$ cat src/rtl/fb_line_scheduler.sv
// Frame-buffer line scheduler: arbitrates one frame memory between line
// fetches (triggered by vs/hs) into a double-banked line buffer and
// single-cycle writer requests. Fetches always take priority over writes.
module fb_line_scheduler #(
  parameter int LINE_W = 480,
  parameter int LINES  = 272,
  parameter int ADDR_W = 17,
  parameter int DATA_W = 16
) (
  input  logic              clk,
  input  logic              rst,
  input  logic              vs,
  input  logic              hs,
  input  logic              wr_req,
  input  logic [ADDR_W-1:0] wr_addr,
  input  logic [DATA_W-1:0] wr_data,
  output logic              wr_ack,
  output logic              mem_en,
  output logic              mem_we,
  output logic [ADDR_W-1:0] mem_addr,
  output logic [DATA_W-1:0] mem_wdata,
  input  logic [DATA_W-1:0] mem_rdata,
  output logic              lb_we,
  output logic              lb_bank,
  output logic [8:0]        lb_addr,
  output logic [DATA_W-1:0] lb_wdata,
  output logic              busy,
  output logic              underrun
);

  localparam int LW = (LINES > 1) ? $clog2(LINES) : 1;
  localparam logic [ADDR_W-1:0] STEP      = ADDR_W'(LINE_W);
  localparam logic [8:0]        X_LAST    = 9'(LINE_W - 1);
  localparam logic [LW-1:0]     LINE_LAST = LW'(LINES - 1);

  typedef enum logic [1:0] {IDLE = 2'd0, FETCH = 2'd1, DRAIN = 2'd2, WRITE = 2'd3} state_t;

  state_t            state, state_nxt;
  logic              vs_q, vs_q2, hs_q, hs_q2;
  logic              armed, pend;
  logic              vs_trig, hs_trig, trig, fetch_req, start_fetch, start_write, last_x;
  logic [LW-1:0]     line_idx;
  logic [ADDR_W-1:0] base, new_base, addr_q;
  logic [DATA_W-1:0] wdata_q;
  logic [8:0]        x;

  // vs beats a simultaneous hs; hs only counts once armed by a vs and
  // while lines remain in the frame.
  assign vs_trig     = vs_q & ~vs_q2;
  assign hs_trig     = hs_q & ~hs_q2 & armed & (line_idx != LINE_LAST) & ~vs_trig;
  assign trig        = vs_trig | hs_trig;
  assign fetch_req   = trig | pend;
  assign new_base    = vs_trig ? '0 : base + STEP;
  assign last_x      = (x == X_LAST);
  assign start_fetch = ((state == IDLE) && fetch_req) ||
                       (((state == FETCH) || (state == DRAIN)) && trig);
  assign start_write = (state == IDLE) && !fetch_req && wr_req;

  assign mem_addr  = addr_q;
  assign mem_wdata = wdata_q;
  assign lb_wdata  = lb_we ? mem_rdata : '0;

  // FSM state register
  always_ff @(posedge clk or posedge rst) begin
    if (rst) state <= IDLE;
    else     state <= state_nxt;
  end

  // FSM next-state logic; a trigger during a fetch restarts it
  always_comb begin
    state_nxt = state;
    case (state)
      IDLE:    if (fetch_req) state_nxt = FETCH;
               else if (wr_req) state_nxt = WRITE;
      FETCH:   if (trig) state_nxt = FETCH;
               else if (last_x) state_nxt = DRAIN;
      DRAIN:   state_nxt = trig ? FETCH : IDLE;
      WRITE:   state_nxt = IDLE;
      default: state_nxt = IDLE;
    endcase
  end

  // FSM outputs decoded from the current state
  always_comb begin
    mem_en   = 1'b0;
    mem_we   = 1'b0;
    wr_ack   = 1'b0;
    busy     = 1'b0;
    underrun = 1'b0;
    case (state)
      FETCH: begin
        mem_en   = 1'b1;
        busy     = 1'b1;
        underrun = trig;
      end
      DRAIN: begin
        busy     = 1'b1;
        underrun = trig;
      end
      WRITE: begin
        mem_en = 1'b1;
        mem_we = 1'b1;
        wr_ack = 1'b1;
      end
      default: ;
    endcase
  end

  // Sync edge registers, line/base tracking, address generation and the
  // one-cycle read-to-line-buffer pipeline.
  always_ff @(posedge clk or posedge rst) begin
    if (rst) begin
      vs_q     <= 1'b0;
      vs_q2    <= 1'b0;
      hs_q     <= 1'b0;
      hs_q2    <= 1'b0;
      armed    <= 1'b0;
      pend     <= 1'b0;
      line_idx <= '0;
      base     <= '0;
      x        <= '0;
      addr_q   <= '0;
      wdata_q  <= '0;
      lb_we    <= 1'b0;
      lb_addr  <= '0;
      lb_bank  <= 1'b0;
    end else begin
      vs_q  <= vs;
      vs_q2 <= vs_q;
      hs_q  <= hs;
      hs_q2 <= hs_q;
      if (vs_trig) begin
        line_idx <= '0;
        base     <= '0;
        armed    <= 1'b1;
      end else if (hs_trig) begin
        line_idx <= line_idx + LW'(1);
        base     <= new_base;
      end
      // A trigger landing in WRITE is held until the FSM is back in IDLE.
      if ((state == WRITE) && trig) pend <= 1'b1;
      else if (state == IDLE)       pend <= 1'b0;
      if (start_fetch)          x <= '0;
      else if (state == FETCH)  x <= x + 9'd1;
      if (start_fetch) begin
        addr_q <= trig ? new_base : base;
      end else if ((state == FETCH) && !last_x) begin
        addr_q <= addr_q + ADDR_W'(1);
      end else if (start_write) begin
        addr_q  <= wr_addr;
        wdata_q <= wr_data;
      end
      lb_we   <= (state == FETCH);
      lb_addr <= x;
      lb_bank <= line_idx[0];
    end
  end

endmodule

$ cat config.mk
export PLATFORM = sky130hd
export DESIGN_NAME = fb_line_scheduler
export DESIGN_NICKNAME = d
export VERILOG_FILES = /design/src/rtl/fb_line_scheduler.sv
export SDC_FILE = /design/constraint.sdc
export NUM_CORES = 1
export LEC_CHECK = 0
export CORE_ASPECT_RATIO = 0.7
export CORE_MARGIN = 2
export CORE_UTILIZATION = 45
export CTS_CLUSTER_SIZE = 16
export DETAILED_ROUTE_END_ITERATION = 7
export PLACE_DENSITY = 0.85
export SYNTH_ARGS = -nofsm -noshare
export SYNTH_HDL_FRONTEND = slang
export SYNTH_SLANG_ARGS = --single-unit
$ cat constraint.sdc
create_clock -name clk -period 8.76 [get_ports clk]
set_clock_uncertainty 0.1 [all_clocks]
set_input_delay 2.628 -clock clk [delete_from_list [all_inputs] [get_ports clk]]
set_output_delay 2.628 -clock clk [all_outputs]
set_load 0.05 [all_outputs]
==> out/results.tsv, run 1 <==
metric	value	unit
status	finished, final reports clean	
netlist_instances	424	
leakagePower	2.440	nW
cp.arrival	4.01	ns
hold_viol_final	0	
hold_class	reg -> reg	
setup_viol	0	
drt_pre_antenna_iters	5	
dieWidth	122.3	um
crit_chain	clkdlybuf4s50_1 > and2_1 > clkdlybuf4s50_1	
routabilityCongestion	0.8238	
antenna_cells	0	
worst-path-buf-inv	2	
area_delta_synth_final	34.61	%
crit_slowest_cell	clkdlybuf4s50_1	
grt_pass1_vias	3766	
critPathMaxStageDelay	0.80	ns
nets	594	
synth_seq_cells	87	
cts_tree	done	
fillers	784	
path_common_cell	clkdlybuf4s50_1	
dp_hpwl	7882	um
cts_htree_levels	3	
grt_max_degree	88	
ir_drop	198.0	uV
synth_top_flop_cell	dfrtp_1	
start_kind	primary input	
cts_buffers	9	
drive_above_1_share	0.09125	
cts_root_buf	clkbuf_16	
clock_latency	0.35	ns
synthesis.nets	486	
synth_cell_types	55	
clk_pin_slew	0.07	ns
cpLargestDelayFamily	buffers and inverters	
syn_area	4410	um^2
endpoint_kind	primary output	
worstPathMaxFanout	1	
ant_nets	0	
start_util	0.4590	
port_buffers	118	
ys_seq_area_frac	0.4936	
maxSlewViolCount	0	
die_y	86.83	um
finalSetupTns	0	ns
rows	30	
pin_count	119	
drcViolationCount	0	
rsz0062_at_grt	false	
min_period_over_period	0.7693	
cap_violations	0	
synth_edf_count	0	
dieArea	10620	um^2
avgSynthCellArea	10.40	um^2
yosysWarnings	0	
clock_path_buffers	2	
path_class	in -> out	
slew_headroom	0.2651	
finalCriticalPeriod	6.739	ns
worst_pin_slew	1.102	ns
pre_cts_slack	2.007	ns
coreArea	9609	um^2
grtUsageTotal	0.2195	
finalWirelength	11400	um
grt_pass1_wl	18200	um
async_reset_ff_frac	1.000	
antenna_found_initial	0	
wl_per_cell	17.15	um
via_per_inst	5.750	
fmax	0.1484	GHz
power.density	370.4	nW/um^2
required	6.03	ns
drt_iter0_drc	316	
hold_buffers	0	
vias	3824	
grt_remaining_overflow	0	
setup_slack	2.021	ns
clock_sinks	87	
cts_setup_buffers	0	
cts_resized	0	
==> layer usage <==
metal,track usage,part of all wire
met1,0.2868,0.42
met2,0.3520,0.48
met3,0.07171,0.087
met4,0.06165,0.017
met5,0,0
==> sequential cells by signal, summed over array words and instances, names as in the netlist, 2 cells and up <==
register / flops
state: 2
mem_wdata: 16
line_idx: 9
lb_addr: 9
mem_addr: 17
base: 17
x: 9
==> report_power, final <==
| part | internal [mW] | switching [mW] | total, mW | leakage, nW |
|---|---|---|---|---|
| clock network | 0.196 | 0.168 | 0.364 | 0.134 |
| logic | 0.446 | 0.759 | 1.21 | 1.18 |
| registers | 0.511 | 0.119 | 0.630 | 1.12 |
| total | 1.15 | 1.05 | 2.20 | 2.44 |
==> cell usage in the layout (no fill, tap or decap), types with 10 or more instances in the layout <==
cell / synthesis / layout
dfrtp_1: 87 / 87
nor3_1: 10 / 10
inv_1: 12 / 11
a21oi_1: 11 / 11
nor4_1: 10 / 10
clkdlybuf4s50_1: 0 / 118
xnor2_1: 16 / 16
nor2_1: 44 / 44
nand2_1: 28 / 28
nand4_1: 13 / 13
mux2_2: 16 / 16
xor2_1: 10 / 10
and2_1: 24 / 24
==> per-stage QoR <==
stage                     total power, mW  cell area (um^2)  hold WS (ns)    util  cells
after floorplan                     1.462              4410        0.2466       -    424
after global placement              1.790              5657        0.2668  0.5887    649
after detailed placement            1.826              5657        0.2655  0.5887    649
after CTS                           2.200              5937        0.2892  0.6178    665
after global routing                2.306              5937        0.3121  0.6178    665
final                               2.199              5937        0.2812  0.6178    665
==> cells in the mapped netlist, types with 4 or more instances <==
library cell   n  share of area
a211oi_1       5         0.0085
a21oi_1       11          0.012
a221o_1        4         0.0091
a221oi_1       7          0.014
a2bb2oi_1      5         0.0099
and2_1        24          0.034
buf_2          5         0.0057
clkbuf_1      16          0.014
dfrtp_1       87           0.49
ha_1           8          0.023
inv_1         12          0.010
mux2_2        16          0.041
nand2_1       28          0.024
nand2b_1       4         0.0057
nand3_1        9          0.010
nand4_1       13          0.018
nor2_1        44          0.037
nor3_1        10          0.011
nor4_1        10          0.014
o21a_1         4         0.0068
o21ai_0        9          0.010
o22a_1         8          0.016
o31ai_1        4         0.0068
or3_1          5         0.0071
or4_1          4         0.0068
xnor2_1       16          0.032
xor2_1        10          0.020
==> layout make-up <==
| type | instances | area (um^2) | area share |
|---|---|---|---|
| flip-flops and latches | 87 | 2177 | 0.3667 |
| repair buffers | 122 | 1211 | 0.2040 |
| inverters | 12 | 46.29 | 0.007798 |
| multi-input cells | 300 | 2062 | 0.3473 |
| well taps | 128 | 160.2 | 0.02698 |
| clock buffers | 10 | 229.0 | 0.03857 |
| clock inverters | 6 | 51.30 | 0.008641 |
==> cells by family after synthesis <==
| group | count (synthesis) | synth area share |
|---|---|---|
| DFF | 87 | 0.4936 |
| and+or+nand+nor | 163 | 0.1921 |
| muxes | 19 | 0.04766 |
| buffers and inverters | 37 | 0.03886 |
| adders and majority gates | 8 | 0.02270 |
| AOI/OAI and AO/OA | 84 | 0.1535 |
| xor gates and xnor gates | 26 | 0.05163 |
==> path summary, 6_finish.rpt <==
path	cells after the start	to	slack (ns)	start
setup / recovery	3	lb_wdata[10]	2.02	mem_rdata[10]
hold / removal	0	hs_q2	0.28	hs_q
setup reg to reg	5	mem_addr[5]	5.84	vs_q2
hold reg to reg	0	hs_q2	0.28	hs_q
max in group asynchronous	3	base[13]	4.99	rst
min in group asynchronous	3	x[7]	2.85	rst
(Power assumes the default switching activity.)
==> inputs of run 2 (changes only) <==
CORE_UTILIZATION = 44   (was 45)
PLACE_DENSITY = 0.87   (was 0.85)
clock period = 5.85 ns   (was 8.76 ns; I/O delays follow)
==> out/results.tsv, run 2 (synthesis gave the netlist of run 1 again) <==
metric	value	unit
ir_drop	357.8	uV
clock_path_buffers	2	
slew_headroom	0.2999	
hold_viol_final	0	
power.density	549.8	nW/um^2
start_kind	primary input	
cts_buffers	9	
endpoint_kind	primary output	
fmax	0.2007	GHz
required	3.99	ns
antenna_found_initial	0	
cts_resized	0	
setup_slack	0.8672	ns
finalInstanceArea	5929	um^2
worstPathMaxFanout	1	
setup_viol	0	
leakagePower	2.437	nW
finalCriticalPeriod	4.983	ns
dr_wl_met3	1032	um
min_period_over_period	0.8518	
coreArea	9722	um^2
wl_met1	4649	um
status	finished, final reports clean	
finalSetupTns	0	ns
dieArea	10850	um^2
ant_nets	0	
min_path_cells	0	
start_util	0.4537	
final_cell_mix	clkdlybuf4s50_1, dfrtp_1, nor2_1	
stdcell_count	664	
dp_hpwl	7957	um
final_common_cell	clkdlybuf4s50_1	
rows	30	
drt_pre_antenna_iters	5	
grt_max_degree	62	
routed.top_layer	met4	
via_per_inst	5.723	
maxSlewViolCount	0	
worst_pin_slew	1.049	ns
die_y	87.77	um
grt_remaining_overflow	0	
cts_setup_buffers	0	
port_buffers	118	
numPlacedInstances	649	
hold_buffers	0	
grt_pass1_wl	17650	um
grtUsageTotal	0.2093	
grt_pass1_vias	3523	
finalWirelength	11000	um
drt_iter0_drc	320	
fillers	755	
rsz0062_at_grt	false	
area_delta_synth_final	34.44	%
reg2reg_depth	6	
pin_count	119	
cts_root_buf	clkbuf_16	
pre_cts_slack	0.8610	ns
hold_class	reg -> reg	
wl_per_cell	16.57	um
path_class	in -> out	
nets	594	
dpl_cell_area	5657	um^2
clock_sinks	87	
cts_htree_levels	3	
cts_tree	done	
routabilityCongestion	0.8487	
cp.arrival	3.13	ns
antenna_cells	0	
drive_above_1_share	0.09142	
clock_latency	0.34	ns
dieWidth	123.7	um
drcViolationCount	0	
cap_violations	0	
clk_pin_slew	0.06	ns
vias	3800	
route.met2.wl	5218	um
final_util	0.6099	
==> run 2: area by class of cell <==
cell class / count / area, um^2 / area share
Clock inverter: 6 / 47.55 / 0.008019
Tap cell: 128 / 160.2 / 0.02701
Timing Repair Buffer: 122 / 1211 / 0.2043
Multi-Input combinational cell: 300 / 2062 / 0.3478
Clock buffer: 9 / 225.2 / 0.03798
Inverter: 12 / 46.29 / 0.007808
Sequential cell: 87 / 2177 / 0.3672
==> run 2: worst paths after layout <==
path | startpoint | to | slack, ns
worst min register to register | hs_q | hs_q2 | 0.27
worst min-delay path | hs_q | hs_q2 | 0.27
min in group asynchronous | rst | lb_bank | 1.86
max in group asynchronous | rst | state[0] | 2.90
worst max-delay path | mem_rdata[9] | lb_wdata[9] | 0.87
worst max register to register | line_idx[4] | mem_addr[1] | 2.94
==> run 2: metrics by stage <==
stage	power [mW]	hold WS, ns
6_report	3.260	0.2749
3_5_place_dp	2.740	0.2539
4_1_cts	3.272	0.2770
3_3_place_gp	2.685	0.2642
5_1_grt	3.434	0.2950
2_1_floorplan	2.189	0.2466
==> run 2: worst max-delay path, cell delays in order <==
cell	delay, ns
clkdlybuf4s50_1	0.46
and2_1	0.12
clkdlybuf4s50_1	0.79
==> run 2: power by group <==
group / internal [mW] / leakage [nW] / total [mW] / switching, mW
clock: 0.288 / 0.132 / 0.523 / 0.235
combinational: 0.667 / 1.18 / 1.79 / 1.13
sequential: 0.765 / 1.12 / 0.942 / 0.178
==> run 2: metal layers <==
layer	global-route usage	up-vias
met5	0	-
met4	0.04545	0
met3	0.05078	15
met2	0.3392	179
met1	0.2879	1849
li1	-	1757
==> inputs of run 3 (changes only) <==
CORE_MARGIN = 8   (was 2)
CTS_CLUSTER_SIZE = default   (was 16)
==> out/results.tsv, run 3 (synthesis gave the netlist of run 1 again) <==
metric	value	unit
fmax	0.2004	GHz
dp_hpwl	8554	um
required	3.99	ns
clock_sinks	87	
drcViolationCount	0	
path_common_cell	clkdlybuf4s50_1	
setup_viol	0	
final_cell_mix	clkdlybuf4s50_1, dfrtp_1, nor2_1	
critPathMaxStageDelay	0.80	ns
status	finished, final reports clean	
rsz0062_at_grt	false	
coreArea	9722	um^2
drt_iter0_drc	419	
cpLargestDelayFamily	buffers and inverters	
cts_htree_levels	3	
final_common_cell	clkdlybuf4s50_1	
routabilityCongestion	0.8430	
hold_buffers	0	
clock_path_buffers	2	
stdcell_count	664	
finalWirelength	11890	um
start_util	0.4537	
crit_slowest_cell	clkdlybuf4s50_1	
crit_chain	clkdlybuf4s50_1 > and2_1 > clkdlybuf4s50_1	
fillers	776	
vias	3767	
path_class	in -> out	
maxSlewViolCount	0	
ir_drop	343.7	uV
swShare	0.4693	
clkPwrFrac	0.174	
setup_slack	0.8611	ns
power.density	558.4	nW/um^2
p_comb_frac	0.544	
area_delta_synth_final	34.92	%
cts_resized	0	
grt_max_degree	61	
hold_class	reg -> reg	
die_y	99.77	um
clock_latency	0.34	ns
multi_input_area	2062	um^2
grt_pass1_vias	3779	
dieArea	13530	um^2
cts_root_buf	clkbuf_16	
hold_viol_final	0	
ant_nets	0	
grt_pass1_wl	19350	um
worstPathMaxFanout	1	
seq_area	2177	um^2
pin_count	119	
grt_remaining_overflow	0	
leakagePower	2.448	nW
cts_setup_buffers	0	
cp.arrival	3.13	ns
dieWidth	135.7	um
grtUsageTotal	0.1779	
wl_per_cell	17.91	um
finalSetupTns	0	ns
cts_buffers	9	
cts_tree	done	
drt_pre_antenna_iters	5	
clk_pin_slew	0.07	ns
slew_headroom	0.3032	
worst-path-buf-inv	2	
nets	594	
intPower	1.763	mW
endpoint_kind	primary output	
pre_cts_slack	0.8575	ns
min_period_over_period	0.8528	
cap_violations	0	
via_per_inst	5.673	
sequentialPowerShare	0.282	
finalCriticalPeriod	4.989	ns
p_switching	1.559	mW
antenna_cells	0	
antenna_found_initial	0	
start_kind	primary input	
worst_pin_slew	1.045	ns
numPlacedInstances	649	
drive_above_1_share	0.09142	
rows	30	
port_buffers	118	
run 3: cell count changes in the layout (fill, tap and decap cells not counted):
cell | before | now
inv_6 | 1 | 2
bufinv_16 | 0 | 1
clkinv_4 | 3 | 1
run 3: final cells by class:
cell class / count / area share
flip-flops and latches: 87 / 0.3659
multi-input cells: 300 / 0.3465
repair buffers: 122 / 0.2035
clock buffers: 9 / 0.03785
well taps: 128 / 0.02691
clock inverters: 6 / 0.01156
inverters: 12 / 0.007780
run 3: power groups by stage:
| stage | clock network (mW) | registers, mW | logic, mW |
|---|---|---|---|
| floorplan | 0 | 1.34 | 0.853 |
| global placement | 0 | 0.931 | 1.77 |
| detailed placement | 0 | 0.943 | 1.80 |
| CTS | 0.584 | 0.935 | 1.82 |
| global route | 0.610 | 0.963 | 1.92 |
| finish | 0.578 | 0.937 | 1.81 |
run 3: stage by stage:
step,hold WS (ns),instance area (um^2),utilization,power [mW]
6_report,0.2866,5951,0.6121,3.323
5_1_grt,0.3140,5951,0.6121,3.493
4_1_cts,0.2890,5951,0.6121,3.335
3_5_place_dp,0.2711,5657,0.5819,2.747
3_3_place_gp,0.2624,5657,0.5819,2.700
2_1_floorplan,0.2466,4410,-,2.189
run 3: path summary, 6_finish.rpt:
path	start	to	slack, ns	cells past startpoint
worst max-delay path	mem_rdata[3]	lb_wdata[3]	0.86	3
worst min-delay path	hs_q	hs_q2	0.29	0
max in group asynchronous	rst	mem_addr[0]	2.91	3
worst max register to register	vs_q2	mem_addr[5]	2.88	5
min in group asynchronous	rst	hs_q2	1.83	2
worst min register to register	hs_q	hs_q2	0.29	0
run 3: layer usage:
layer / wire [um] / share of wire / up-vias / global-route usage
li1: - / - / 1753 / -
met1: 5149 / 0.43 / 1820 / 0.2257
met2: 5510 / 0.46 / 179 / 0.2881
met3: 1073 / 0.090 / 15 / 0.05337
met4: 157 / 0.013 / 0 / 0.04677
met5: 0 / 0 / - / 0
